<file path="src/rtl/cs_seq_pkg.sv">
// -----------------------------------------------------------------------------
// cs_seq_pkg
// Shared definitions for the microprogram sequencer:
//   - sequencing op codes carried in the MIR COND field
//   - bit positions of {N,Z,V,C} inside the PSR
//   - builder for the opcode-dispatch control-store address
// -----------------------------------------------------------------------------
package cs_seq_pkg;

    // Sequencing op codes (11..15 are reserved and sequence like OP_NEXT)
    localparam logic [3:0] OP_NEXT   = 4'd0;
    localparam logic [3:0] OP_BRN    = 4'd1;
    localparam logic [3:0] OP_BRZ    = 4'd2;
    localparam logic [3:0] OP_BRV    = 4'd3;
    localparam logic [3:0] OP_BRC    = 4'd4;
    localparam logic [3:0] OP_BR13   = 4'd5;
    localparam logic [3:0] OP_JUMP   = 4'd6;
    localparam logic [3:0] OP_DECODE = 4'd7;
    localparam logic [3:0] OP_CALL   = 4'd8;
    localparam logic [3:0] OP_RET    = 4'd9;
    localparam logic [3:0] OP_WAIT   = 4'd10;

    // PSR bit positions, PSR = {N,Z,V,C}
    localparam int PSR_N = 3;
    localparam int PSR_Z = 2;
    localparam int PSR_V = 1;
    localparam int PSR_C = 0;

    // Natural width of a dispatch address before zero-extension to ADDR_W
    localparam int DISPATCH_W = 11;

    // Dispatch target: {1, op[1:0], op3[5:0], 00}. The leading 1 places every
    // dispatch entry in the upper half of the 2K base microprogram, and the
    // two low zeros give each instruction a 4-word slot.
    function automatic logic [DISPATCH_W-1:0] dispatch_addr(input logic [31:0] ir);
        return {1'b1, ir[31:30], ir[24:19], 2'b00};
    endfunction

endpackage

</file>
<file path="src/rtl/cs_seq_stack.sv">
// -----------------------------------------------------------------------------
// cs_seq_stack
// Micro-return LIFO used by CALL/RET.
// Ports:
//   clk    in   clock, all updates on the rising edge
//   rst_n  in   synchronous reset, active-low (empties the stack)
//   push   in   write din on top of the stack (ignored when full)
//   pop    in   discard the top entry (ignored when empty)
//   din    in   WIDTH  return address to push
//   top    out  WIDTH  current top entry (zero when empty)
//   sp     out  occupancy, 0..DEPTH
//   full   out  sp == DEPTH
//   empty  out  sp == 0
// -----------------------------------------------------------------------------
module cs_seq_stack #(
    parameter int unsigned WIDTH = 11,
    parameter int unsigned DEPTH = 4
) (
    input  logic                           clk,
    input  logic                           rst_n,
    input  logic                           push,
    input  logic                           pop,
    input  logic [WIDTH-1:0]               din,
    output logic [WIDTH-1:0]               top,
    output logic [$clog2(DEPTH+1)-1:0]     sp,
    output logic                           full,
    output logic                           empty
);

    localparam int unsigned SP_W  = $clog2(DEPTH + 1);
    localparam int unsigned IDX_W = (DEPTH > 1) ? $clog2(DEPTH) : 1;

    logic [WIDTH-1:0] mem_r [DEPTH];
    logic [SP_W-1:0]  sp_r;
    logic [IDX_W-1:0] wr_idx_s;
    logic [IDX_W-1:0] rd_idx_s;
    logic             full_s;
    logic             empty_s;
    logic             do_push_s;
    logic             do_pop_s;

    assign full_s    = (sp_r == SP_W'(DEPTH));
    assign empty_s   = (sp_r == {SP_W{1'b0}});
    assign do_push_s = push & ~full_s;
    assign do_pop_s  = pop & ~empty_s;
    // Next free slot is at sp, the live top is at sp-1; both are only used
    // when in range (guarded by full/empty), so truncation is safe.
    assign wr_idx_s  = IDX_W'(sp_r);
    assign rd_idx_s  = IDX_W'(sp_r - SP_W'(1));

    // Storage write; entries above sp are don't-care so no reset is needed
    always_ff @(posedge clk) begin
        if (rst_n && do_push_s) begin
            mem_r[wr_idx_s] <= din;
        end
    end

    // Occupancy counter; push has priority, although callers never assert both
    always_ff @(posedge clk) begin
        if (!rst_n) begin
            sp_r <= {SP_W{1'b0}};
        end else if (do_push_s) begin
            sp_r <= sp_r + SP_W'(1);
        end else if (do_pop_s) begin
            sp_r <= sp_r - SP_W'(1);
        end
    end

    // Top-of-stack read, forced to zero when empty so no stale data leaks out
    always_comb begin
        top = {WIDTH{1'b0}};
        if (empty_s) begin
            top = {WIDTH{1'b0}};
        end else begin
            top = mem_r[rd_idx_s];
        end
    end

    assign sp    = sp_r;
    assign full  = full_s;
    assign empty = empty_s;

endmodule

</file>
<file path="src/rtl/cs_microsequencer.sv">
// -----------------------------------------------------------------------------
// cs_microsequencer
// Selects the next control-store address every cycle from increment, jump,
// opcode dispatch, PSR/IR conditional branch, micro-call/return or memory wait.
// Ports:
//   CS_SEQ_CLOCK_50         in   system clock
//   CS_SEQ_RESET_InLow      in   synchronous reset, active-low
//   CS_SEQ_OP_InBUS         in   4      sequencing op (MIR COND field)
//   CS_SEQ_JUMP_ADDR_InBUS  in   ADDR_W jump / call target
//   CS_SEQ_IR_InBUS         in   32     instruction register
//   CS_SEQ_FLAGS_InBUS      in   4      ALU flags {N,Z,V,C}
//   CS_SEQ_SETCC_In         in   1      load PSR from FLAGS on retirement
//   CS_SEQ_ACK_In           in   1      memory acknowledge (WAIT only)
//   CS_SEQ_ADDRESS_OutBUS   out  ADDR_W registered uPC
//   CS_SEQ_PSR_OutBUS       out  4      registered PSR {N,Z,V,C}
//   CS_SEQ_STALL_Out        out  1      combinational WAIT-without-ACK
//   CS_SEQ_SP_OutBUS        out         return-stack occupancy
//   CS_SEQ_ERROR_Out        out  1      sticky stack overflow/underflow
// ADDR_W must be at least 11 so the dispatch address fits; STACK_DEPTH >= 1.
// -----------------------------------------------------------------------------
module cs_microsequencer
    import cs_seq_pkg::*;
#(
    parameter int unsigned ADDR_W       = 11,
    parameter int unsigned STACK_DEPTH  = 4,
    parameter int unsigned RESET_VECTOR = 0
) (
    input  logic                               CS_SEQ_CLOCK_50,
    input  logic                               CS_SEQ_RESET_InLow,
    input  logic [3:0]                         CS_SEQ_OP_InBUS,
    input  logic [ADDR_W-1:0]                  CS_SEQ_JUMP_ADDR_InBUS,
    input  logic [31:0]                        CS_SEQ_IR_InBUS,
    input  logic [3:0]                         CS_SEQ_FLAGS_InBUS,
    input  logic                               CS_SEQ_SETCC_In,
    input  logic                               CS_SEQ_ACK_In,
    output logic [ADDR_W-1:0]                  CS_SEQ_ADDRESS_OutBUS,
    output logic [3:0]                         CS_SEQ_PSR_OutBUS,
    output logic                               CS_SEQ_STALL_Out,
    output logic [$clog2(STACK_DEPTH+1)-1:0]   CS_SEQ_SP_OutBUS,
    output logic                               CS_SEQ_ERROR_Out
);

    localparam int unsigned SP_W = $clog2(STACK_DEPTH + 1);
    localparam logic [ADDR_W-1:0] RESET_ADDR = ADDR_W'(RESET_VECTOR);

    logic [ADDR_W-1:0] upc_r;
    logic [3:0]        psr_r;
    logic              error_r;

    logic [ADDR_W-1:0] inc_addr_s;
    logic [ADDR_W-1:0] dispatch_s;
    logic [ADDR_W-1:0] next_addr_s;
    logic              stall_s;
    logic              retire_s;
    logic              push_req_s;
    logic              pop_req_s;
    logic              err_set_s;

    logic [ADDR_W-1:0] stk_top_s;
    logic [SP_W-1:0]   stk_sp_s;
    logic              stk_full_s;
    logic              stk_empty_s;

    // Wraps naturally modulo 2^ADDR_W
    assign inc_addr_s = upc_r + ADDR_W'(1);
    assign dispatch_s = ADDR_W'(dispatch_addr(CS_SEQ_IR_InBUS));

    // Reset overrides the stall so the reset edge always takes effect
    assign stall_s  = CS_SEQ_RESET_InLow & (CS_SEQ_OP_InBUS == OP_WAIT) & ~CS_SEQ_ACK_In;
    assign retire_s = ~stall_s;

    // Next-address mux and stack/error requests; branches read the registered
    // PSR so a SETCC in the same microinstruction cannot affect its own branch
    always_comb begin
        next_addr_s = inc_addr_s;
        push_req_s  = 1'b0;
        pop_req_s   = 1'b0;
        err_set_s   = 1'b0;
        case (CS_SEQ_OP_InBUS)
            OP_NEXT:   next_addr_s = inc_addr_s;
            OP_BRN:    next_addr_s = psr_r[PSR_N] ? CS_SEQ_JUMP_ADDR_InBUS : inc_addr_s;
            OP_BRZ:    next_addr_s = psr_r[PSR_Z] ? CS_SEQ_JUMP_ADDR_InBUS : inc_addr_s;
            OP_BRV:    next_addr_s = psr_r[PSR_V] ? CS_SEQ_JUMP_ADDR_InBUS : inc_addr_s;
            OP_BRC:    next_addr_s = psr_r[PSR_C] ? CS_SEQ_JUMP_ADDR_InBUS : inc_addr_s;
            OP_BR13:   next_addr_s = CS_SEQ_IR_InBUS[13] ? CS_SEQ_JUMP_ADDR_InBUS : inc_addr_s;
            OP_JUMP:   next_addr_s = CS_SEQ_JUMP_ADDR_InBUS;
            OP_DECODE: next_addr_s = dispatch_s;
            OP_CALL: begin
                // Overflow degrades to NEXT so the microprogram keeps running
                if (stk_full_s) begin
                    next_addr_s = inc_addr_s;
                    err_set_s   = 1'b1;
                end else begin
                    next_addr_s = CS_SEQ_JUMP_ADDR_InBUS;
                    push_req_s  = 1'b1;
                end
            end
            OP_RET: begin
                // Underflow has no valid return point; restart at the reset vector
                if (stk_empty_s) begin
                    next_addr_s = RESET_ADDR;
                    err_set_s   = 1'b1;
                end else begin
                    next_addr_s = stk_top_s;
                    pop_req_s   = 1'b1;
                end
            end
            OP_WAIT:   next_addr_s = inc_addr_s;
            default:   next_addr_s = inc_addr_s;
        endcase
    end

    // Return stack; push/pop only take effect on a retiring edge
    cs_seq_stack #(
        .WIDTH (ADDR_W),
        .DEPTH (STACK_DEPTH)
    ) u_stack (
        .clk   (CS_SEQ_CLOCK_50),
        .rst_n (CS_SEQ_RESET_InLow),
        .push  (push_req_s & retire_s),
        .pop   (pop_req_s & retire_s),
        .din   (inc_addr_s),
        .top   (stk_top_s),
        .sp    (stk_sp_s),
        .full  (stk_full_s),
        .empty (stk_empty_s)
    );

    // uPC, PSR and sticky error; everything holds while stalled
    always_ff @(posedge CS_SEQ_CLOCK_50) begin
        if (!CS_SEQ_RESET_InLow) begin
            upc_r   <= RESET_ADDR;
            psr_r   <= 4'b0000;
            error_r <= 1'b0;
        end else if (retire_s) begin
            upc_r <= next_addr_s;
            if (CS_SEQ_SETCC_In) begin
                psr_r <= CS_SEQ_FLAGS_InBUS;
            end
            if (err_set_s) begin
                error_r <= 1'b1;
            end
        end
    end

    assign CS_SEQ_ADDRESS_OutBUS = upc_r;
    assign CS_SEQ_PSR_OutBUS     = psr_r;
    assign CS_SEQ_STALL_Out      = stall_s;
    assign CS_SEQ_SP_OutBUS      = stk_sp_s;
    assign CS_SEQ_ERROR_Out      = error_r;

endmodule

</file>
<file path="config.mk">
export PLATFORM = sky130hd
export DESIGN_NAME = cs_microsequencer
export DESIGN_NICKNAME = d
export VERILOG_FILES = /design/src/rtl/cs_seq_pkg.sv /design/src/rtl/cs_seq_stack.sv /design/src/rtl/cs_microsequencer.sv
export SDC_FILE = /design/constraint.sdc
export NUM_CORES = 1
export LEC_CHECK = 0
export CAP_MARGIN = 20
export CORE_MARGIN = 2
export CORE_UTILIZATION = 40
export CTS_CLUSTER_SIZE = 8
export DETAILED_ROUTE_END_ITERATION = 12
export HOLD_SLACK_MARGIN = 0.15
export PLACE_DENSITY = 0.75
export SLEW_MARGIN = 20
export SYNTH_ARGS = -nofsm -noshare
export SYNTH_HDL_FRONTEND = slang
export SYNTH_SLANG_ARGS = --single-unit
</file>
<file path="constraint.sdc">
create_clock -name CS_SEQ_CLOCK_50 -period 6 [get_ports CS_SEQ_CLOCK_50]
set_input_delay 0.6 -clock CS_SEQ_CLOCK_50 [delete_from_list [all_inputs] [get_ports CS_SEQ_CLOCK_50]]
set_output_delay 0.6 -clock CS_SEQ_CLOCK_50 [all_outputs]
set_load 0.02 [all_outputs]
</file>
* Word level (Yosys, flattened, before mapping)
Memory sizes are Yosys's and may differ from the RTL's.
Cells that the tools add are included.
** Word-level totals
- Bits in read-only memories :: 0
- Latch bits :: 0
- Logic and storage cells :: 53
- Output and inout bits :: 20
- Memory bits (writable) :: 44
- Input port bits :: 55
- Memories :: 1
- Bits in registers :: 19
** Operators by class
- Multiplexer cells :: 19
- Add/sub/neg operators :: 3
- Bitwise operators :: 10
- Divide/modulo/power cells :: 0
- Multiply operators :: 0
- Shifts and indexed selects :: 0
- Reductions and logical operators :: 5
- Eq/ne operators :: 11
- Order comparisons :: 0
** Memories
- u_stack.mem_r :: words 4, bits a word 11, rd ports 1, clocked after memory_dff 0, wr ports 1, line cs_seq_stack.sv:33 : logic [WIDTH-1:0] mem_r [DEPTH];
** Operators by type and width (number)
- $pmux 11 s9 :: 1
- $mux 11 :: 7
- $eq 4x3->1 const B :: 4
- $eq 4x4->1 const B :: 3
- $add 11x1->11 const B :: 1
- $eq 4x2->1 const B :: 2
- $mux 1 :: 8
- $and 1x1->1 :: 6
- $mux 3 :: 2
- $eq 4x1->1 const B :: 1
- $not 1->1 :: 4
- $reduce_and 2->1 :: 2
- $add 3x1->3 const B :: 1
- $eq 3x3->1 const B :: 1
- $logic_not 3->1 :: 1
- $sub 3x1->3 const B :: 1
- $pmux 1 s2 :: 1
- $reduce_bool 2->1 :: 1
- $logic_and 1x1->1 :: 1

* Longest topological paths before layout
Gate-level depths: netlist of the first run.
- Depth in word-level cells :: 9
- Mapped depth :: 11
- Mapped depth without buffers :: 7

* Hierarchy
From an unflattened synthesis of the first run, not the netlist that was laid out.
** Second synthesis, totals
- Cells, all modules :: 256
- Area, all modules :: 3211.8 µm²
** By module, submodules not included
- cs_seq_stack :: instances 1, sequential area each 1381.3 µm², area an instance 1950.6 µm², cells each 104
- cs_microsequencer :: instances 1, sequential area each 320.3 µm², area an instance 1261.2 µm², cells each 152

* Least setup slack after synthesis of the first run
No wires, ideal clock.
- Path kind :: flip-flop to flip-flop
- Start :: register u_stack.sp_r[0], in the netlist u_stack.sp[0]
- End :: register upc_r[5], in the netlist CS_SEQ_ADDRESS_OutBUS[5]
- Arrival :: 2.331 ns
- Clock period less this slack :: 2.451 ns
- Stages on the path, launching flop included :: 10
- Setup time :: 0.120 ns
- Buffers on the path :: 3
- Required time :: 5.880 ns
- Path slack :: 3.549 ns
- Cells stage by stage :: dfxtp_1 buf_6 buf_8 inv_1 ha_1 clkbuf_1 mux4_1 a221o_1 a221oi_2 nor2_1
** On the way
- Word-level cells in the longest chain between the ends :: 4
- Elaborated cells on any way between the ends :: 7
- Those cells by class :: add/sub (1); eq/ne (1); mux (3); reduce/logical (1); memory (1)
** Ends and longest elaborated chain
- from (decl) :: line cs_seq_stack.sv:34 : logic [SP_W-1:0] sp_r;
- from (signal assigned) :: line cs_seq_stack.sv:61 : sp_r <= {SP_W{1'b0}};
- from (signal assigned) :: line cs_seq_stack.sv:63 : sp_r <= sp_r + SP_W'(1);
- from (signal assigned) :: line cs_seq_stack.sv:65 : sp_r <= sp_r - SP_W'(1);
- $sub 3x1->3 :: line cs_seq_stack.sv:49 : assign rd_idx_s = IDX_W'(sp_r - SP_W'(1));
- $mem_v2 4x11
- $mux 11 :: line cs_microsequencer.sv:100 : if (stk_empty_s) begin
- $pmux 11 s9 * :: line cs_microsequencer.sv:79 : case (CS_SEQ_OP_InBUS)
- to (signal assigned) :: line cs_microsequencer.sv:136 : upc_r <= next_addr_s;
- to (decl) :: line cs_microsequencer.sv:46 : logic [ADDR_W-1:0] upc_r;
Mark *: on every way between the ends. The rest lies on a longest branch, timed or not.
A chain may end at the register's enable or synchronous reset.

* Final worst setup path of the first run
- Start :: input port CS_SEQ_OP_InBUS[0]
- End :: output port CS_SEQ_STALL_Out
** On the way
- Word-level cells in the longest chain between the ends :: 3
** Ends and longest elaborated chain
- from (decl) :: line cs_microsequencer.sv:30 : input logic [3:0] CS_SEQ_OP_InBUS,
- $eq 4x4->1 :: line cs_microsequencer.sv:69 : assign stall_s = CS_SEQ_RESET_InLow & (CS_SEQ_OP_InBUS == OP_WAIT) & ~CS_SEQ_ACK_In;
- $and 1x1->1 (2 in series) :: line cs_microsequencer.sv:69
- to (decl) :: line cs_microsequencer.sv:38 : output logic CS_SEQ_STALL_Out,
Every way passes these cells.

==> results.yml, run 1 <==
yosys:
  synth_warnings: 0
  synth_top_area_frac: 0.427
  async_flop_share: 0
  syn_area_um2: 3100
  synth_nets: 298
  synth_top_flop_cell: "edfxtp_1"
  syn-instance-count: 237
  synth_edf_count: 44
  synth.avg_cell_area_um2: 13.1
  ys_top_cells_by_area: "edfxtp_1, dfxtp_1, mux4_1"
  synth-seq-cells: 63
  ys_seq_area_frac: 0.550
  post-synth-top-area-cell: "edfxtp_1"
  synth.distinct_cells: 49
run_status:
  status: "completed"
global_route:
  grt_first_pass_wirelength_um: 11400
  grt_pass1_vias: 2186
  antenna_found_initial: 0
  grt_max_degree: 25
  grt-ovfl-total: 0
  grt_usage: 0.180
die:
  num_rows: 32
  initial_core_util: 0.407
  die_x_um: 92.0
  core-area_um2: 7610
  die_h_um: 92.0
  dieArea_um2: 8460
  ios: 75
clock_tree:
  cts_sinks: 63
  cts_tree: "done"
  post_cts_resized: 0
  clk_pin_slew_ns: 0.07
  worstSkewPairLatency_ns: 0.34
  cts-buffers-inserted: 9
  cts_setup_buffers: 0
  cts_root_buffer: "clkbuf_8"
  htreeDepth: 3
  ctsHoldBuffers: 0
  cts_buffer_depth: 2
placement:
  place_inst: 376
  io_buffers: 51
  place.gp.congestion: 0.804
  dp_hpwl_um: 4740
job:
  cap_violations: 0
final_layout:
  drive_gt1_frac: 0.0966
  area_growth_pct: 25.5
  final_cell_mix: "clkdlybuf4s50_1, edfxtp_1, dfxtp_1, nand2_1, o21ai_0"
  final_nets: 346
  diodes: 0
  post-route-util: 0.511
  instances_no_fill: 392
  layout_commonest_cell: "clkdlybuf4s50_1"
timing:
  rsz0062_at_grt: "no"
  fmax_mhz: 261
  maxSlewViolCount: 0
  fin_setup_tns_ns: 0
  period_needed_ns: 3.83
  hold_violations: 0
  tightestPinTransition_ns: 0.888
  setup_viol_count_final: 0
  skew_ns: 0.00810
  hold-worst-slack_ns: 0.494
  fin_crit_sh: 0.638
  slew_headroom: 0.407
power:
  leakage_nw: 1.37
  p_per_area_nw_per_um2: 261
  combPwrFrac: 0.119
  seq_power_share: 0.485
  p_sw_w: 0.000240
  ir_worst_vdd_v: 0.000117
  p_sw_frac: 0.237
  power.share.clock: 0.396
  intPower_w: 0.000776
critical_path:
  slowest_delay_ns: 0.70
  cp_data_arrival_time_ns: 3.23
  cpMaxStageDelayCell: "clkdlybuf4s50_1"
  startpoint_type: "primary input"
  crit_chain: "clkdlybuf4s50_1 -> nor2_1 -> nand4_2 -> inv_1 -> clkdlybuf4s50_1"
  worstPathRequired_ns: 5.40
  cp_common_cell: "clkdlybuf4s50_1"
  worstSetupPathType: "primary input to output pin"
  path_buf_inv: 3
  cp_max_fo: 18
  r2r_slack_ns: 3.05
  crit_family: "buffers and inverters"
  end_kind: "output pin"
routing:
  drt_iter0_drc: 195
  drc_errors: 0
  vias_per_cell: 5.62
  wl_per_cell_um: 18.7
  vias: 2202
  wirelength_um: 7310
  first_pass_iters: 4
  drt.antenna.violating_nets: 0
min_path:
  hold_path.class: "register to register"
==> power by group through the flow <==
stage          clock network, W  registers (W)   logic, W
6_report               0.000402       0.000493   0.000121
5_1_grt                0.000424       0.000494   0.000131
4_1_cts                0.000408       0.000493   0.000120
3_5_place_dp                  0       0.000502   0.000120
3_3_place_gp                  0       0.000502   0.000117
2_1_floorplan                 0       0.000507  0.0000583
==> final timing paths <==
path                                 start                                     to  depth (start not counted)
max                     CS_SEQ_OP_InBUS[0]                       CS_SEQ_STALL_Out                          5
min          CS_SEQ_ERROR_Out$_SDFFE_PN0P_          CS_SEQ_ERROR_Out$_SDFFE_PN0P_                          2
max reg2reg     u_stack.sp[0]$_SDFFE_PN0P_  CS_SEQ_ADDRESS_OutBUS[6]$_SDFFE_PN0N_                          6
min reg2reg  CS_SEQ_ERROR_Out$_SDFFE_PN0P_          CS_SEQ_ERROR_Out$_SDFFE_PN0P_                          2
==> worst reg2reg max path: stages, from the launching register on <==
cell	delay, ns
dfxtp_1	0.90
inv_1	0.20
ha_1	0.72
mux4_2	0.41
a221o_1	0.38
a221oi_2	0.17
nor2_1	0.07
==> layer usage <==
metal	GRT usage	vias up	wire length, µm
met5	0	-	0
met1	0.228	1086	3140
met2	0.296	76	3560
li1	-	1023	-
met3	0.0362	17	436
met4	0.0871	0	174
==> logic make-up (layout without fill, tap and decap cells) <==
family | after synthesis | in the layout | share of synthesized area
compound gates | 55 | 55 | 0.139
mux | 15 | 15 | 0.104
simple gates | 64 | 64 | 0.114
fa+ha+maj | 6 | 6 | 0.0243
xor+xnor | 11 | 11 | 0.0311
buf+inv | 23 | 76 | 0.0388
flops | 63 | 63 | 0.550
==> per-stage QoR <==
stage / power, W / area, µm² / setup slack, ns
5_1_grt: 0.00105 / 3890 / 1.99
6_report: 0.00102 / 3890 / 2.17
3_5_place_dp: 0.000622 / 3650 / 2.18
4_1_cts: 0.00102 / 3890 / 2.19
2_1_floorplan: 0.000565 / 3100 / 3.55
3_3_place_gp: 0.000619 / 3650 / 2.20
==> layout make-up <==
| class | count | area (µm²) |
|---|---|---|
| clock buffers | 14 | 216 |
| clock inverters | 2 | 15.0 |
| fillers | 665 | 3720 |
| inverters | 7 | 26.3 |
| multi-input cells | 151 | 1270 |
| flip-flops and latches | 63 | 1700 |
| well taps | 102 | 128 |
| repair buffers | 53 | 526 |
==> cell usage after synthesis (5+ instances only) <==
cell      count
edfxtp_1     44
dfxtp_1      19
nand2_1      15
o21ai_0      15
nor2_1       11
mux4_1        9
nand3_1       8
and3_1        7
inv_1         7
xor2_1        7
a221oi_1      6
buf_2         6
clkbuf_1      6
ha_1          6
a221oi_2      5
a31oi_1       5
==> sequential cells by signal, indices dropped and copies added, names as in the netlist <==
name and cells:
u_stack.mem_r 44, CS_SEQ_PSR_OutBUS 4, CS_SEQ_ERROR_Out 1, CS_SEQ_ADDRESS_OutBUS 11, u_stack.sp 3
(Power assumes the default switching activity.)
==> inputs of run 2 (changes only) <==
--- a/config.mk
+++ b/config.mk
@@ -11,7 +11,7 @@
 export CTS_CLUSTER_SIZE = 8
 export DETAILED_ROUTE_END_ITERATION = 12
 export HOLD_SLACK_MARGIN = 0.15
-export PLACE_DENSITY = 0.75
+export PLACE_DENSITY = 0.77
 export SLEW_MARGIN = 20
 export SYNTH_ARGS = -nofsm -noshare
 export SYNTH_HDL_FRONTEND = slang
==> constraint.sdc (replaced) <==
create_clock -name CS_SEQ_CLOCK_50 -period 3.35 [get_ports CS_SEQ_CLOCK_50]
set_input_delay 0.335 -clock CS_SEQ_CLOCK_50 [delete_from_list [all_inputs] [get_ports CS_SEQ_CLOCK_50]]
set_output_delay 0.335 -clock CS_SEQ_CLOCK_50 [all_outputs]
set_load 0.02 [all_outputs]
==> run 2 against run 1 <==
Net effect:
- setup slack lost 1.3 ns
- via count is 2.8% higher
- global-route usage up 0.78 points
- critical path depth unchanged
- clock power grew 81%
- worst hold slack barely moved
- total power is 80% higher
- final cell count grew 1.5%
- clock-buffer cell count shrank 2
- combinational power increased by 82%
- clock skew decreased by 0.0019 ns
- critical path type unchanged
==> results.yml, run 2 (synthesis gave the netlist of run 1 again) <==
run_status:
  status: "completed"
timing:
  period_needed_ns: 2.48
  fin_crit_sh: 0.741
  setup_viol_count_final: 0
  rsz0062_at_grt: "no"
  fmax_mhz: 403
  maxSlewViolCount: 0
  skew_ns: 0.00618
  fin_setup_tns_ns: 0
  tightestPinTransition_ns: 0.744
  hold_violations: 0
  slew_headroom: 0.501
clock_tree:
  cts_buffer_depth: 2
  cts_root_buffer: "clkbuf_8"
  ctsHoldBuffers: 0
  htreeDepth: 3
  cts_setup_buffers: 0
  cts-buffers-inserted: 9
  cts_sinks: 63
  worstSkewPairLatency_ns: 0.34
  clk_pin_slew_ns: 0.07
  post_cts_resized: 0
  cts_tree: "done"
power:
  leakage_nw: 1.41
  seq_power_share: 0.481
  p_sw_w: 0.000422
  p_per_area_nw_per_um2: 466
  intPower_w: 0.00140
  combPwrFrac: 0.121
  power.share.clock: 0.398
  p_total_w: 0.00182
  ir_worst_vdd_v: 0.000190
  p_sw_frac: 0.231
global_route:
  grt_pass1_vias: 2249
  antenna_found_initial: 0
  grt_max_degree: 24
  grt_first_pass_wirelength_um: 11700
  grt_usage: 0.188
  grt-ovfl-total: 0
final_layout:
  post-route-util: 0.515
  area_growth_pct: 26.6
  largest_register_ff_count: 44
  final_nets: 352
  diodes: 0
  final_cell_mix: "clkdlybuf4s50_1, edfxtp_1, dfxtp_1, nand2_1, o21ai_0"
  regMostFlops: "u_stack.mem_r"
  n_fill_cell: 659
  layout_commonest_cell: "clkdlybuf4s50_1"
  drive_gt1_frac: 0.115
routing:
  vias: 2264
  drt_iter0_drc: 115
  wirelength_um: 7400
  wl_per_cell_um: 18.6
  drc_errors: 0
  drt.antenna.violating_nets: 0
  first_pass_iters: 4
  vias_per_cell: 5.69
critical_path:
  worstPathRequired_ns: 3.01
  cp-startpoint: "CS_SEQ_OP_InBUS[0]"
  worstSetupPathType: "primary input to output pin"
  timing.rr.start: "u_stack.sp[1]$_SDFFE_PN0P_"
  end_kind: "output pin"
  startpoint_type: "primary input"
  cp_max_fo: 14
  cp_data_arrival_time_ns: 2.15
placement:
  dp_hpwl_um: 5090
  io_buffers: 51
  place.gp.congestion: 0.773
die:
  core-area_um2: 7610
  num_rows: 32
  die_x_um: 92.0
  dieArea_um2: 8460
  initial_core_util: 0.407
  die_h_um: 92.0
  ios: 75
min_path:
  hp-start: "CS_SEQ_ERROR_Out$_SDFFE_PN0P_"
  hold_path.class: "register to register"
job:
  cap_violations: 0
## run 2: changes by cell type in the layout (fill, tap and decap cells not counted)
cell and delta:
o21ai_2 +1, buf_4 +6, clkbuf_1 +1, clkinv_2 +2, clkbuf_16 -3, o21ai_1 -1
clkinvlp_4 -2, bufinv_16 +2
## run 2: through the flow
step                      area [µm²]  hold slack [ns]  cells  worst slack [ns]
after floorplan                 3100            0.469    237             0.899
after global placement          3700            0.471    382             0.536
after detailed placement        3700            0.490    382             0.660
after CTS                       3920            0.506    398             0.861
after global routing            3920            0.546    398             0.730
final                           3920            0.494    398             0.867
## run 2: final timing paths
check,depth (start not counted),slack [ns],end
setup / recovery,5,0.87,CS_SEQ_STALL_Out
hold / removal,2,0.49,CS_SEQ_ERROR_Out$_SDFFE_PN0P_
setup reg to reg,6,1.04,CS_SEQ_ADDRESS_OutBUS[5]$_SDFFE_PN0N_
hold reg to reg,2,0.49,CS_SEQ_ERROR_Out$_SDFFE_PN0P_
## run 2: area by class of cell
cell class              count  area, µm²  share of cell area
clock buffers              12        145              0.0370
clock inverters             4       70.1              0.0179
inverters                   7       26.3             0.00670
multi-input cells         151       1280               0.326
flip-flops and latches     63       1700               0.434
well taps                 102        128              0.0326
repair buffers             59        571               0.146
## run 2: power groups by stage
stage	sequential (W)	clock, W	combinational, W
2_1_floorplan	0.000908	0	0.000104
3_3_place_gp	0.000895	0	0.000213
3_5_place_dp	0.000895	0	0.000220
4_1_cts	0.000878	0.000734	0.000221
5_1_grt	0.000880	0.000766	0.000238
6_report	0.000878	0.000726	0.000220
## run 2: critical path, stage by stage
cell             delay (ns)
clkdlybuf4s50_1        0.66
nor2_1                 0.24
nand4_2                0.13
inv_1                  0.15
clkdlybuf4s50_1        0.62
## run 2: layer usage
metal  up-vias  track usage  wire length [µm]
met5         -            0                 0
met4         0        0.104               205
met3        16       0.0345               441
met2        86        0.311              3680
met1      1130        0.232              3070
li1       1032            -                 -
==> inputs of run 3 (changes only) <==
--- a/config.mk
+++ b/config.mk
@@ -11,7 +11,7 @@
 export CTS_CLUSTER_SIZE = 8
 export DETAILED_ROUTE_END_ITERATION = 12
 export HOLD_SLACK_MARGIN = 0.15
-export PLACE_DENSITY = 0.77
+export PLACE_DENSITY = 0.75
 export SLEW_MARGIN = 20
 export SYNTH_ARGS = -nofsm -noshare
 export SYNTH_HDL_FRONTEND = slang
==> constraint.sdc (replaced) <==
create_clock -name CS_SEQ_CLOCK_50 -period 2.5 [get_ports CS_SEQ_CLOCK_50]
set_input_delay 0.25 -clock CS_SEQ_CLOCK_50 [delete_from_list [all_inputs] [get_ports CS_SEQ_CLOCK_50]]
set_output_delay 0.25 -clock CS_SEQ_CLOCK_50 [all_outputs]
set_load 0.02 [all_outputs]
==> run 3 against run 2 <==
Net effect:
- die area unchanged
- final cell count grew 2.3%
- wire length down 4.1%
- critical path type unchanged
==> results.yml, run 3 (synthesis gave the netlist of run 1 again) <==
run_status:
  status: "completed"
global_route:
  antenna_found_initial: 0
  grt_max_degree: 24
  grt-ovfl-total: 0
  grt_first_pass_wirelength_um: 11400
  grt_pass1_vias: 2246
  grt_usage: 0.179
clock_tree:
  htreeDepth: 3
  cts_buffer_depth: 2
  ctsHoldBuffers: 0
  worstSkewPairLatency_ns: 0.33
  cts_tree: "done"
  cts_setup_buffers: 0
  post_cts_resized: 0
  clk_pin_slew_ns: 0.06
  cts-buffers-inserted: 9
  cts_sinks: 63
  cts_root_buffer: "clkbuf_8"
final_layout:
  n_fill_cell: 654
  regMostFlops: "u_stack.mem_r"
  layout_commonest_cell: "clkdlybuf4s50_1"
  instances_no_fill: 407
  area_growth_pct: 29.5
  largest_register_ff_count: 44
  diodes: 0
  final_nets: 361
  post-route-util: 0.527
  drive_gt1_frac: 0.134
  final_cell_mix: "clkdlybuf4s50_1, edfxtp_1, dfxtp_1, nand2_1, o21ai_0"
critical_path:
  worstPathRequired_ns: 2.25
  r2r_slack_ns: 0.47
  cp_common_cell: "clkdlybuf4s50_1"
  cp_max_fo: 4
  cpMaxStageDelayCell: "clkdlybuf4s50_1"
  cp_data_arrival_time_ns: 1.81
  reg2reg_to: "CS_SEQ_ADDRESS_OutBUS[6]$_SDFFE_PN0N_"
  crit_chain: "clkdlybuf4s50_1 -> nor2b_1 -> nand4_2 -> inv_1 -> clkdlybuf4s50_1"
  startpoint_type: "primary input"
  r2r_cells: 6
  timing.rr.start: "u_stack.sp[1]$_SDFFE_PN0P_"
  worstSetupPathType: "primary input to output pin"
  end_kind: "output pin"
  slowest_delay_ns: 0.60
routing:
  wirelength_um: 7100
  vias: 2225
  drt_iter0_drc: 157
  vias_per_cell: 5.47
  first_pass_iters: 5
  wl_per_cell_um: 17.4
  drc_errors: 0
  drt.antenna.violating_nets: 0
power:
  leakage_nw: 1.45
  ir_worst_vdd_v: 0.000233
  p_per_area_nw_per_um2: 571
die:
  die_x_um: 92.0
  num_rows: 32
  core-area_um2: 7610
  die_h_um: 92.0
  ios: 75
  initial_core_util: 0.407
  dieArea_um2: 8460
timing:
  setup_viol_count_final: 0
  skew_ns: 0.00769
  fmax_mhz: 485
  slew_headroom: 0.676
  maxSlewViolCount: 0
  layout_setup_ws_ns: 0.437
  fin_setup_tns_ns: 0
  tightestPinTransition_ns: 0.483
  fin_crit_sh: 0.825
  hold_violations: 0
  period_needed_ns: 2.06
  rsz0062_at_grt: "no"
min_path:
  whs_path_depth: 3
  hp-start: "CS_SEQ_FLAGS_InBUS[0]"
  hold-path-endpoint: "CS_SEQ_PSR_OutBUS[0]$_SDFFE_PN0P_"
  hold_path.class: "primary input to register"
placement:
  dp_hpwl_um: 4930
  place_inst: 391
  dp_slack_ns: 0.335
  place.gp.congestion: 0.801
  io_buffers: 51
job:
  cap_violations: 0
## run 3: layer usage
metal | routed length (µm) | vias to the layer above | global-route usage
met5 | 0 | - | 0
li1 | - | 1050 | -
met3 | 401 | 9 | 0.0370
met2 | 3610 | 72 | 0.294
met4 | 113 | 0 | 0.0746
met1 | 2980 | 1094 | 0.231
## run 3: through the flow
stage	power, W	hold WS, ns	area [µm²]
after floorplan	0.00136	0.384	3100
after global placement	0.00150	0.474	3820
after detailed placement	0.00150	0.505	3820
after CTS	0.00231	0.481	4010
after global routing	0.00239	0.498	4010
final	0.00229	0.497	4010
## run 3: how the worst max path moves through the flow
| stage | endpoint | slack [ns] | cells past startpoint | start |
|---|---|---|---|---|
| finish | CS_SEQ_STALL_Out | 0.44 | 5 | CS_SEQ_OP_InBUS[3] |
| global route | CS_SEQ_STALL_Out | 0.33 | 5 | CS_SEQ_OP_InBUS[3] |
| CTS | CS_SEQ_STALL_Out | 0.41 | 5 | CS_SEQ_OP_InBUS[3] |
| detailed placement | u_stack.mem_r[2][8]$_DFFE_PP_ | 0.34 | 5 | CS_SEQ_OP_InBUS[1] |
| global placement | u_stack.mem_r[2][0]$_DFFE_PP_ | 0.36 | 5 | CS_SEQ_OP_InBUS[1] |
| floorplan | CS_SEQ_ADDRESS_OutBUS[5]$_SDFFE_PN0N_ | 0.05 | 9 | u_stack.sp[0]$_SDFFE_PN0P_ |
## run 3: area by class of cell
class / count / area [µm²] / area share
well taps: 102 / 128 / 0.0318
flip-flops and latches: 63 / 1700 / 0.425
inverters: 7 / 26.3 / 0.00656
multi-input cells: 151 / 1270 / 0.318
clock buffers: 16 / 190 / 0.0475
repair buffers: 68 / 688 / 0.172
## run 3: report_power, final
part	switching (W)	total [W]	internal, W
Clock	0.000337	0.000807	0.000470
Sequential	0.0000301	0.00118	0.00115
Combinational	0.000149	0.000304	0.000155
## run 3: critical path: cells and delay by family
kind | cells | cell delay [ns]
simple gates | 2 | 0.35
buf+inv | 3 | 1.21
